## config.mk

```make
export PLATFORM = sky130hd
export DESIGN_NAME = comp_conv_sched
export DESIGN_NICKNAME = d
export VERILOG_FILES = /design/src/rtl/comp_conv_sched.sv
export SDC_FILE = /design/constraint.sdc
export NUM_CORES = 1
export LEC_CHECK = 0
export CORE_MARGIN = 2
export CORE_UTILIZATION = 46
export DETAILED_ROUTE_END_ITERATION = 10
export PLACE_DENSITY = 0.8
export RECOVER_POWER = 25
export SYNTH_ARGS = -nofsm -noshare
export SYNTH_HDL_FRONTEND = slang
export SYNTH_SLANG_ARGS = --single-unit
```

## constraint.sdc

```tcl
create_clock -name clk -period 2.25 [get_ports clk]
set_input_delay 0.45 -clock clk [delete_from_list [all_inputs] [get_ports clk]]
set_output_delay 0.45 -clock clk [all_outputs]
set_load 0.01 [all_outputs]
```

## src/rtl/comp_conv_sched.sv

```systemverilog
// rtl/comp_conv_sched.sv - round-robin shared sign-magnitude to two's-complement converter
// Optional macro COMP_CONV_NEGZERO_FIX_EN: negative zero maps to 0 and adds sticky negzero_seen.
module comp_conv_sched #(
    parameter int N_REQ = 4,
    parameter int DW    = 8,
    parameter int ID_W  = 2,
    parameter int CNT_W = 16
) (
    input  logic                  clk,
    input  logic                  rst_n,
    input  logic [N_REQ-1:0]      req_valid,
    input  logic [N_REQ*DW-1:0]   req_data,
    output logic [N_REQ-1:0]      req_ready,
    output logic                  out_valid,
    input  logic                  out_ready,
    output logic [DW-1:0]         out_data,
    output logic [ID_W-1:0]       out_id,
    output logic                  busy,
    output logic [CNT_W-1:0]      conv_cnt
`ifdef COMP_CONV_NEGZERO_FIX_EN
    ,
    output logic                  negzero_seen
`endif
);

    typedef enum logic [1:0] {IDLE, CONV, OUT} state_t;

    state_t            state_q, state_d;
    logic [ID_W-1:0]   rr_ptr_q, rr_ptr_d;
    logic [ID_W-1:0]   hold_id_q, hold_id_d;
    logic [DW-1:0]     hold_data_q, hold_data_d;
    logic [DW-1:0]     out_data_q, out_data_d;
    logic [ID_W-1:0]   out_id_q, out_id_d;
    logic              out_valid_q, out_valid_d;
    logic [CNT_W-1:0]  conv_cnt_q, conv_cnt_d;
`ifdef COMP_CONV_NEGZERO_FIX_EN
    logic              negzero_q, negzero_d;
`endif

    logic              grant_found;
    logic [ID_W-1:0]   grant_idx;
    logic [DW-1:0]     grant_data;
    logic [DW-2:0]     mag_neg;

    // Walk offsets from farthest to nearest so the lowest offset from rr_ptr wins.
    always_comb begin
        int idx;
        grant_found = 1'b0;
        grant_idx   = '0;
        for (int k = N_REQ - 1; k >= 0; k--) begin
            idx = int'(rr_ptr_q) + k;
            if (idx >= N_REQ) begin
                idx = idx - N_REQ;
            end
            if (req_valid[idx]) begin
                grant_found = 1'b1;
                grant_idx   = ID_W'(idx);
            end
        end
        grant_data = req_data[int'(grant_idx)*DW +: DW];
    end

    // Carry out of the +1 is dropped, so negative zero wraps to magnitude 0.
    assign mag_neg = ~hold_data_q[DW-2:0] + {{(DW-2){1'b0}}, 1'b1};

    always_comb begin
        state_d     = state_q;
        rr_ptr_d    = rr_ptr_q;
        hold_id_d   = hold_id_q;
        hold_data_d = hold_data_q;
        out_data_d  = out_data_q;
        out_id_d    = out_id_q;
        out_valid_d = out_valid_q;
        conv_cnt_d  = conv_cnt_q;
        req_ready   = '0;
`ifdef COMP_CONV_NEGZERO_FIX_EN
        negzero_d   = negzero_q;
`endif
        case (state_q)
            IDLE: begin
                if (grant_found) begin
                    req_ready[grant_idx] = 1'b1;
                    hold_data_d = grant_data;
                    hold_id_d   = grant_idx;
                    rr_ptr_d    = (grant_idx == ID_W'(N_REQ - 1)) ? '0 : grant_idx + 1'b1;
                    state_d     = CONV;
                end
            end
            CONV: begin
                if (hold_data_q[DW-1]) begin
                    out_data_d = {1'b1, mag_neg};
`ifdef COMP_CONV_NEGZERO_FIX_EN
                    if (hold_data_q[DW-2:0] == '0) begin
                        out_data_d = '0;
                        negzero_d  = 1'b1;
                    end
`endif
                end else begin
                    out_data_d = hold_data_q;
                end
                out_id_d    = hold_id_q;
                out_valid_d = 1'b1;
                state_d     = OUT;
            end
            OUT: begin
                if (out_ready) begin
                    out_valid_d = 1'b0;
                    conv_cnt_d  = conv_cnt_q + 1'b1;
                    state_d     = IDLE;
                end
            end
            default: state_d = IDLE;
        endcase
    end

    always_ff @(posedge clk or negedge rst_n) begin
        if (!rst_n) begin
            state_q     <= IDLE;
            rr_ptr_q    <= '0;
            hold_id_q   <= '0;
            hold_data_q <= '0;
            out_data_q  <= '0;
            out_id_q    <= '0;
            out_valid_q <= 1'b0;
            conv_cnt_q  <= '0;
`ifdef COMP_CONV_NEGZERO_FIX_EN
            negzero_q   <= 1'b0;
`endif
        end else begin
            state_q     <= state_d;
            rr_ptr_q    <= rr_ptr_d;
            hold_id_q   <= hold_id_d;
            hold_data_q <= hold_data_d;
            out_data_q  <= out_data_d;
            out_id_q    <= out_id_d;
            out_valid_q <= out_valid_d;
            conv_cnt_q  <= conv_cnt_d;
`ifdef COMP_CONV_NEGZERO_FIX_EN
            negzero_q   <= negzero_d;
`endif
        end
    end

    assign out_valid = out_valid_q;
    assign out_data  = out_data_q;
    assign out_id    = out_id_q;
    assign busy      = (state_q != IDLE);
    assign conv_cnt  = conv_cnt_q;
`ifdef COMP_CONV_NEGZERO_FIX_EN
    assign negzero_seen = negzero_q;
`endif

endmodule

```

; ---- Word level (Yosys, flattened, before mapping)
; Cells that the tools add are included.
[word_totals]
in_bits = 39
output_inout_bits = 32
latchBits = 0
regBits = 41
mem_bits_ro = 0
mem_bits_rw = 0
mem_count = 0
[op_classes]
eq_ne = 5
addsub = 10
order_cmp = 10
n_reduce_logical = 8
bitwise_logic = 1
multipliers = 0
mux = 35
shift = 1
div = 0
[ops]
columns = cell, count
row1 = 32-bit by 4-bit < comparator with 1-bit output (second input constant), 4
row2 = 32-bit 2-to-1 mux, 4
row3 = 32-bit by 6-bit indexed part select with 8-bit output, 1
row4 = 16-bit by 1-bit adder with 16-bit output (second input constant), 1
row5 = 1-bit 2-to-1 mux, 14
row6 = 2-bit 2-to-1 mux, 7
row7 = 3-bit by 3-bit subtractor with 4-bit output (second input constant), 3
row8 = 3-bit >= comparator (second input constant), 3
row9 = 1-bit binary-select mux with 2-bit select, 4
row10 = 4-bit 2-to-1 mux, 2
row11 = 8-bit 2-to-1 mux, 1
row12 = 2-bit AND reduction, 4
row13 = 7-bit by 1-bit adder with 7-bit output (second input constant), 1
row14 = 7-bit NOT, 1
row15 = 2-bit by 2-bit adder with 3-bit output (second input constant), 2
row16 = 2-bit one-hot mux with 3 select lines, 1
row17 = 2-bit == test (second input constant), 2
row18 = 2-bit inequality test (second input constant), 2
row19 = 2-bit nonzero test, 2
row20 = 2-bit by 3-bit subtractor with 4-bit output (second input constant), 1
row21 = 2-bit by 1-bit adder with 3-bit output (second input constant), 1
row22 = 2-bit by 3-bit >= comparator with 1-bit output (second input constant), 1
row23 = 2-bit by 3-bit < comparator with 1-bit output (second input constant), 1
row24 = 2-bit by 1-bit adder with 2-bit output (second input constant), 1
row25 = other kinds (6), 6

; ---- Longest topological paths before layout
; Gate-level depths: netlist of the first run.
[depth]
ltp_word = 16
ltp_mapped = 9
depth_no_buf = 7

; ---- Least setup slack after synthesis of the first run
; No wires, ideal clock.
[synth_timing]
path_kind = register to output
from = reg state_q[1]
to = out req_ready[0]
path_buffers = 2
slack_ps = 321
stages_incl_launch_ff = 6
t_arrival_ps = 1479
path_cell_list = dfrtp_1 > or2_1 > or2_1 > buf_2 > clkbuf_1 > nor3_1
[synth_between]
elab_chain_cells = 2
[synth_lines]
columns = item, line
row1 = from (decl), 28  ; state_t state_q, state_d;
row2 = from (signal assigned), 130  ; state_q <= state_d;
row3 = 2-bit zero test, 79  ; case (state_q)
row4 = 4-bit 2-to-1 mux, 79
row5 = to (decl), 13  ; output logic [N_REQ-1:0] req_ready,
; Every way passes these cells.

; ---- Worst setup path in the final report of the first run
[layout_timing]
from = reg rr_ptr_q[1]
to = out req_ready[2]
[layout_between]
elab_chain_cells = 16
word_cells_on_any_way = 42
classes_between = add/sub: 7 / order compare: 6 / mux: 28 / reduce/logical: 1
[layout_lines]
columns = item, line
row1 = from (decl), 29  ; logic [ID_W-1:0] rr_ptr_q, rr_ptr_d;
row2 = from (signal assigned), 131  ; rr_ptr_q <= rr_ptr_d;
row3 = 2-bit by 2-bit adder with 3-bit output, 51  ; idx = int'(rr_ptr_q) + k;
row4 = 3-bit by 3-bit subtractor with 4-bit output or 3-bit >= comparator (tied branches), "53, 52"
row5 = 32-bit 2-to-1 mux, 52  ; if (idx >= N_REQ) begin
row6 = 1-bit binary-select mux with 2-bit select, 55  ; if (req_valid[idx]) begin
row7 = 1-bit 2-to-1 mux (implied by the code) (2 in a row), 55
row8 = 2-bit 2-to-1 mux (4 in a row), 55
row9 = 2-bit by 3-bit < comparator with 1-bit output (implied by the code) or 2-bit by 1-bit >= comparator with 1-bit output (tied branches), 82  ; req_ready[grant_idx] = 1'b1;
row10 = 1-bit logical AND (implied by the code), 82
row11 = 1-bit 2-to-1 mux (implied by the code), 82
row12 = 1-bit demux with 2-bit select, 82
row13 = 4-bit 2-to-1 mux *, 81  ; if (grant_found) begin
row14 = 4-bit 2-to-1 mux *, 79
; Every way passes the cells marked *; elsewhere a longest branch is shown, timed or not. The select of a mux whose other input is x is not followed.

==> results.rst, run 1 <==
.. list-table::
   :header-rows: 1

   * - Metric
     - Value
   * - Number of placed instances with taps included
     - 344
   * - Net switching component of the power
     - 1.18 mW
   * - Family with the most delay on the worst path
     - compound AO/OA/AOI/OAI gates
   * - Post-Synthesis Mean Instance Area
     - 10.2 um^2
   * - Sort of element at the end of the critical path
     - output port
   * - Fraction of registers with async set or reset after synthesis
     - 100%
   * - Post-Route Skew
     - 0.00224 ns
   * - Clk sink count
     - 41
   * - Setup WS pre-CTS
     - -0.550 ns
   * - Count of cells along the worst register-to-register path
     - 6
   * - Slew at the pin closest to its max-slew limit
     - 0.916 ns
   * - Count of state elements after synthesis
     - 41
   * - Number of distinct library cell variants in the gate-level netlist after synthesis
     - 44
   * - Total global routing track utilization
     - 18.4%
   * - Via count
     - 1849
   * - Number of global-route vias before repair
     - 1832
   * - Crit-path max FO
     - 5
   * - Endpoint of the lowest-slack register-to-register path
     - conv_cnt[13]
   * - Proportion of total power due to net switching
     - 35.3%
   * - Sum of routed wire length over all layers
     - 4430 um
   * - Worst min-delay path class
     - in2async
   * - Final critical-path required period
     - 2.20 ns
   * - Post-route clock period utilization
     - 97.7%
   * - Post-synth net total
     - 254
   * - Achievable frequency
     - 455 MHz
   * - Number of antenna violations at the first check in global routing
     - 0
   * - Max cap viols
     - 0
   * - Clock-pin slew on the worst setup and hold paths
     - 0.07 ns
   * - Starting utilization of the core area
     - 48.6%
   * - Startpoint Class
     - flip-flop
   * - Global-route wire length before repair
     - 7600 um
   * - Post-synth top area cell
     - sky130_fd_sc_hd__dfrtp_1
   * - EDFF count, synth
     - 0
   * - Root cell of the clock tree
     - sky130_fd_sc_hd__clkbuf_8
   * - Most frequent cells after synthesis
     - sky130_fd_sc_hd__dfrtp_1 (41), sky130_fd_sc_hd__nand2_1 (35), sky130_fd_sc_hd__xnor2_1 (14)
   * - Count of buffering cells on the critical path with inverters included
     - 2
   * - Core Footprint
     - 4440 um^2
   * - Buffers on Ports
     - 70
   * - Setup WS post-layout
     - 0.0523 ns
   * - Cell with the most instances after synthesis
     - sky130_fd_sc_hd__dfrtp_1
   * - Most area-consuming cells after synthesis
     - sky130_fd_sc_hd__dfrtp_1 (47%), sky130_fd_sc_hd__nand2_1 (6.1%), sky130_fd_sc_hd__xnor2_1 (5.7%)
   * - Vertical extent of the die
     - 72.5 um
   * - Post-Synthesis Cells
     - 212
   * - Overall overflow remaining after global route
     - 0
   * - DRC violation count after routing
     - 0
   * - Number of warnings reported in the yosys synthesis log
     - 0
   * - Power share of the sequential group
     - 36.3%
   * - Netlist Area Pre-Place
     - 2160 um^2
   * - DRT iter0 DRCs
     - 26
   * - Power share of the clock group
     - 15.3%
   * - Worst VDD drop
     - 0.692 mV
   * - Run status
     - finished clean
   * - Largest net degree at the start of global routing
     - 21
   * - H-tree level count
     - 2
   * - Final Slew Violations
     - 0
   * - Reg-to-reg startpoint
     - state_q[0]
   * - Total CTS buffers
     - 5
   * - Layout cells sized above 1
     - 16.9%
   * - Critical Path RT
     - 1.80 ns
   * - Normalized max-slew margin
     - 38.9%
   * - NumNets Final
     - 343
   * - Power density cells
     - 1080 nW/um^2
   * - Register-to-Register Setup Slack
     - 0.50 ns
   * - Die area
     - 5260 um^2
   * - Top cell type's share of synthesized area
     - 47.5%
   * - Seq/Total Area, Yosys
     - 47.5%
   * - CP max-delay cell
     - sky130_fd_sc_hd__dfrtp_2
   * - Detailed Routing Iterations Pass 1
     - 4
   * - Crit path cell chain
     - a21oi_1, o21a_1, buf_4, o221a_4, and2_1, clkdlybuf4s15_2
   * - Power share of the combinational group
     - 48.4%
   * - Number of cells in the finished layout apart from fillers
     - 354
   * - I/O pins
     - 71
   * - Commonest register cell after synthesis
     - sky130_fd_sc_hd__dfrtp_1
   * - Diodes inserted
     - 0
   * - Count of endpoints failing setup in the final report
     - 0
   * - HPWL after detailed placement
     - 3640 um
   * - Worst endpoint data arrival time
     - 1.75 ns
   * - Startpoint-to-endpoint class of the critical path
     - reg2out
   * - Avg WL per Cell
     - 12.5 um
   * - Area added between synthesis and finish
     - 44.3%
   * - TritonCTS clock tree
     - done
   * - Clock latency at the later pin of the worst-skew pair
     - 0.29 ns
   * - Cell internal pwr
     - 2.17 mW
   * - Setup repair after global routing missed its margin
     - true
   * - Hold WS
     - 0.167 ns
   * - Detail-routed via count per cell
     - 5.22
   * - Post-route antenna net violation count
     - 0
   * - Static power due to leakage
     - 1.39 nW
   * - Largest stage delay on the critical path
     - 0.44 ns
   * - Final hold violations
     - 0
   * - Horiz. Die Dim
     - 72.5 um
   * - Buffer levels on the longest clock path
     - 2
   * - Last weighted congestion value of the routability-driven placer
     - 0.871
   * - Number of cell rows
     - 24
## cell families after synthesis
group	after synthesis	synth area share [%]
compound gates	44	14.5
xor+xnor	20	8.11
fa+ha+maj	3	1.74
buf+inv	16	4.17
flops	41	47.5
mux	13	6.20
simple gates	75	17.8
## timing repair
item	4_1_cts	5_1_grt
pin swaps	2	0
resized for setup	19	4
setup buffers	1	1
hold buffers	0	0
endpoints found under the setup margin	4	3
## metrics by stage
| step | instance area [um^2] | power, mW | util (%) | TNS (ns) |
|---|---|---|---|---|
| floorplan | 2160 | 2.18 | - | 0 |
| global placement | 3010 | 2.79 | 67.7 | -1.84 |
| detailed placement | 3010 | 2.84 | 67.7 | -1.96 |
| CTS | 3120 | 3.38 | 70.1 | 0 |
| global route | 3120 | 3.62 | 70.2 | -0.000649 |
| finish | 3120 | 3.35 | 70.2 | 0 |
## cell usage in the layout, fill, tap and decap left out, types with 3 or more instances in the layout
cell,instances
sky130_fd_sc_hd__nand3_1,4
sky130_fd_sc_hd__xor2_1,6
sky130_fd_sc_hd__o21ai_1,8
sky130_fd_sc_hd__xnor2_1,14
sky130_fd_sc_hd__nand4_1,4
sky130_fd_sc_hd__clkdlybuf4s50_1,61
sky130_fd_sc_hd__nand2_1,35
sky130_fd_sc_hd__buf_4,21
sky130_fd_sc_hd__inv_1,4
sky130_fd_sc_hd__clkbuf_8,7
sky130_fd_sc_hd__mux2i_1,10
sky130_fd_sc_hd__nand2b_1,3
sky130_fd_sc_hd__mux2_2,3
sky130_fd_sc_hd__a21oi_1,3
sky130_fd_sc_hd__o21ai_0,9
sky130_fd_sc_hd__ha_1,3
sky130_fd_sc_hd__a21boi_0,8
sky130_fd_sc_hd__dfrtp_1,40
sky130_fd_sc_hd__clkbuf_1,3
sky130_fd_sc_hd__nor2_1,5
sky130_fd_sc_hd__and3_2,6
sky130_fd_sc_hd__dlygate4sd2_1,3
sky130_fd_sc_hd__o311ai_1,8
## power groups by stage
stage          combinational (mW)  sequential, mW  clock (mW)
2_1_floorplan               0.950            1.23           0
3_3_place_gp                 1.58            1.22           0
3_5_place_dp                 1.61            1.23           0
4_1_cts                      1.62            1.22       0.532
5_1_grt                      1.81            1.25       0.560
6_report                     1.62            1.22       0.513
## cell type report
type / count / area (um^2)
Fill cell: 371 / 1330
Multi-Input combinational cell: 155 / 1060
Sequential cell: 41 / 1030
Timing Repair Buffer: 93 / 848
Clock buffer: 7 / 96.3
Tap cell: 52 / 65.1
Inverter: 5 / 20.0
Clock inverter: 1 / 5.00
## registers in the layout (all words and copies together) (netlist names)
register     flops
state_q          2
out_id           2
out_valid        1
rr_ptr_q         2
conv_cnt        16
hold_data_q      8
out_data         8
hold_id_q        2
## worst max-delay path by stage
stage,end,cells after the start,slack (ns),from
final,req_ready[2],6,0.05,rr_ptr_q[1]
after global routing,req_ready[2],6,-0.0006,rr_ptr_q[1]
after CTS,req_ready[1],5,0.005,state_q[1]
after detailed placement,req_ready[3],8,-0.55,req_valid[1]
after global placement,req_ready[3],8,-0.48,req_valid[1]
after floorplan,req_ready[0],5,0.32,state_q[1]
## per-layer routing
metal / vias to the layer above / GRT usage [%] / wire length (um)
met4: 0 / 4.12 / 0
met1: 851 / 21.5 / 1950
li1: 927 / - / -
met3: 0 / 5.42 / 266
met5: - / 0 / 0
met2: 71 / 33.2 / 2210
## worst reg2reg max path, delay by kind of cell (launching register included)
kind / cells / cell delay, ns
XOR/XNOR: 1 / 0.15
AND/OR/NAND/NOR: 4 / 0.98
buffers and inverters: 1 / 0.14
flip-flops: 1 / 0.37
Note: power is estimated with default switching activity, not from simulation.
==> run 2: changes to the inputs <==
CORE_UTILIZATION = 49   (was 46)
PLACE_DENSITY = 0.85   (was 0.8)
clock period = 2.6 ns   (was 2.25 ns; I/O delays follow)
==> run 2 against run 1 <==
Compared with the run above: the run now ends with max-capacitance violations, max-slew violations left; clock-buffer cell count is the same; critical path type unchanged; total power is 12% lower; highest routed layer is now met4; critical endpoint unchanged; clock skew up 0.0030 ns; hold slack improved by 0.30 ns.
==> results.rst, run 2 (synthesis results as in run 1) <==
.. list-table::
   :header-rows: 1

   * - Metric
     - Value
   * - Endpoint of the most critical setup path
     - req_ready[2]
   * - HPWL after detailed placement
     - 3310 um (-9.0%)
   * - Total global routing track utilization
     - 19.2% (+0.84 points)
   * - Worst VDD drop
     - 0.614 mV (-11%)
   * - Area added between synthesis and finish
     - 43.3%
   * - Avg WL per Cell
     - 12.6 um (+0.87%)
   * - Final critical-path required period
     - 2.48 ns
   * - Critical Path RT
     - 2.08 ns (+0.28 ns)
   * - Endpoint of the lowest-slack register-to-register path
     - hold_data_q[0]
   * - Starting utilization of the core area
     - 50.3% (+1.7 points)
   * - Normalized max-slew margin
     - -41.2% (-80 points)
   * - Count of endpoints failing setup in the final report
     - 0 (unchanged)
   * - Detail-routed via count per cell
     - 5.17 (-1.1%)
   * - Power density cells
     - 949 nW/um^2 (-12%)
   * - Number of cell rows
     - 24 (unchanged)
   * - Vertical extent of the die
     - 70.4 um (-2.9%)
   * - Last weighted congestion value of the routability-driven placer
     - 0.811 (-6.9%)
   * - Clk sink count
     - 41 (unchanged)
   * - Register-to-Register Setup Slack
     - 0.81 ns (+0.31 ns)
   * - Worst endpoint data arrival time
     - 1.96 ns (+0.21 ns)
   * - NumNets Final
     - 336 (-2.0%)
   * - Tot Pwr
     - 2.94 mW (-12%)
   * - Number of antenna violations at the first check in global routing
     - 0 (unchanged)
   * - Final setup TNS
     - 0 ns (unchanged)
   * - Total CTS buffers
     - 5 (unchanged)
   * - TritonCTS clock tree
     - done
   * - Crit-path max FO
     - 5 (unchanged)
   * - Buffer levels on the longest clock path
     - 2 (unchanged)
   * - Startpoint Class
     - flip-flop
   * - Run status
     - complete, but fails checks
   * - Layout cells sized above 1
     - 13.2% (-3.7 points)
   * - Count of cells along the worst register-to-register path
     - 6 (unchanged)
   * - Final design area excluding fillers
     - 3100 um^2 (-0.72%)
   * - Clock latency at the later pin of the worst-skew pair
     - 0.29 ns (about the same)
   * - DRT iter0 DRCs
     - 52 (+100%)
   * - Post-route clock period utilization
     - 95.3%
   * - Horiz. Die Dim
     - 70.4 um (-2.9%)
   * - Post-Route Skew
     - 0.00520 ns (+0.00296 ns)
   * - Detailed Routing Iterations Pass 1
     - 4 (unchanged)
   * - Worst min-delay path class
     - reg2reg
   * - I/O pins
     - 71 (unchanged)
   * - DRC violation count after routing
     - 0 (unchanged)
   * - Commonest non-fill, non-tap cell in the layout
     - sky130_fd_sc_hd__clkdlybuf4s50_1
   * - Diodes inserted
     - 0 (unchanged)
   * - Number of flip-flops in the largest register
     - 16 (unchanged)
   * - Core Footprint
     - 4290 um^2 (-3.4%)
   * - Final Slew Violations
     - 42 (+42)
   * - Final hold violations
     - 0 (unchanged)
   * - Post-route antenna net violation count
     - 0 (unchanged)
   * - Number of global-route vias before repair
     - 1793 (-2.1%)
   * - Via count
     - 1793 (-3.0%)
   * - Reg-to-reg startpoint
     - state_q[1]
   * - Largest net degree at the start of global routing
     - 42 (+100%)
   * - Achievable frequency
     - 404 MHz
   * - Global-route wire length before repair
     - 7660 um (+0.74%)
   * - Static power due to leakage
     - 1.39 nW (-0.29%)
   * - Placed inst area
     - 2950 um^2 (-2.0%)
   * - Slew at the pin closest to its max-slew limit
     - 2.12 ns (+1.20 ns)
   * - Most used cells in the layout excluding fill and tap cells
     - sky130_fd_sc_hd__clkdlybuf4s50_1 (61), sky130_fd_sc_hd__dfrtp_1 (41), sky130_fd_sc_hd__nand2_1 (35)
   * - Die area
     - 4960 um^2 (-5.8%)
   * - Layout Utilization
     - 72.1% (+1.9 points)
   * - Clock-pin slew on the worst setup and hold paths
     - 0.08 ns (about the same)
   * - Violated checks
     - max-capacitance violations, max-slew violations
   * - Overall overflow remaining after global route
     - 0 (unchanged)
   * - Startpoint-to-endpoint class of the critical path
     - reg2out
   * - Setup repair after global routing missed its margin
     - false
   * - H-tree level count
     - 2 (unchanged)
   * - Hold WS
     - 0.468 ns (+0.300 ns)
   * - Critical path launch point
     - state_q[1]
   * - HP Start
     - conv_cnt[15]
   * - Max cap viols
     - 1 (+1)
   * - Sum of routed wire length over all layers
     - 4380 um (-1.1%)
   * - Buffers on Ports
     - 70 (unchanged)
   * - Sort of element at the end of the critical path
     - output port
   * - Root cell of the clock tree
     - sky130_fd_sc_hd__clkbuf_8
==> run 2: changes by cell type in the layout (fill, tap and decap cells not counted), moves of 2 or more <==
cell	delta
sky130_fd_sc_hd__buf_2	-2
sky130_fd_sc_hd__buf_4	-6
sky130_fd_sc_hd__clkdlybuf4s15_2	-2
sky130_fd_sc_hd__dlygate4sd2_1	+3
==> run 2: repair_timing <==
action / CTS / global route
setup endpoints to repair: 4 / 2
hold buffers: 0 / 0
pin swaps: 2 / 1
resized for setup: 10 / 2
buffers inserted: 2 / 1
==> run 2: area by class of cell <==
| class | instances | area (um^2) |
|---|---|---|
| tap | 52 | 65.1 |
| clock buffer | 7 | 86.3 |
| clock inverter | 1 | 30.0 |
| sequential | 41 | 1030 |
| multi-input combinational | 155 | 1050 |
| timing repair buffer | 86 | 813 |
| inverter | 5 | 20.0 |
| fill | 320 | 1200 |
==> run 2: layer usage <==
metal / part of all wire [%] / track usage, % / wire [um]
met1: 45 / 22.0 / 1960
met2: 48 / 34.2 / 2080
met3: 7.0 / 6.06 / 308
met4: 0.64 / 5.77 / 28
met5: 0 / 0 / 0
==> run 2: critical path, stage by stage, from the launching register on <==
cell and delay (ns):
sky130_fd_sc_hd__dfrtp_1 0.42, sky130_fd_sc_hd__or2_1 0.27, sky130_fd_sc_hd__or2_1 0.26, sky130_fd_sc_hd__buf_4 0.15
sky130_fd_sc_hd__clkinv_2 0.06, sky130_fd_sc_hd__o221a_4 0.17, sky130_fd_sc_hd__and2_1 0.13, sky130_fd_sc_hd__clkdlybuf4s15_1 0.23
==> run 2: power breakdown <==
group / switching [mW] / internal, mW / total (mW)
Combinational: 0.612 / 0.747 / 1.36
Clock: 0.206 / 0.313 / 0.518
Sequential: 0.199 / 0.862 / 1.06
Total: 1.02 / 1.92 / 2.94
==> run 2: per-stage QoR <==
stage / worst slack, ns / std cells
6_report: 0.123 / 347
5_1_grt: 0.0107 / 347
4_1_cts: 0.0212 / 346
3_5_place_dp: -0.322 / 336
3_3_place_gp: -0.271 / 336
2_1_floorplan: 0.599 / 212
==> run 2: worst min path at each step <==
stage	depth (start not counted)	end	slack, ns
floorplan	0	conv_cnt[0]	0.22
global placement	1	conv_cnt[15]	0.46
detailed placement	1	conv_cnt[15]	0.47
CTS	1	conv_cnt[4]	0.37
global route	1	conv_cnt[15]	0.49
finish	1	conv_cnt[15]	0.47
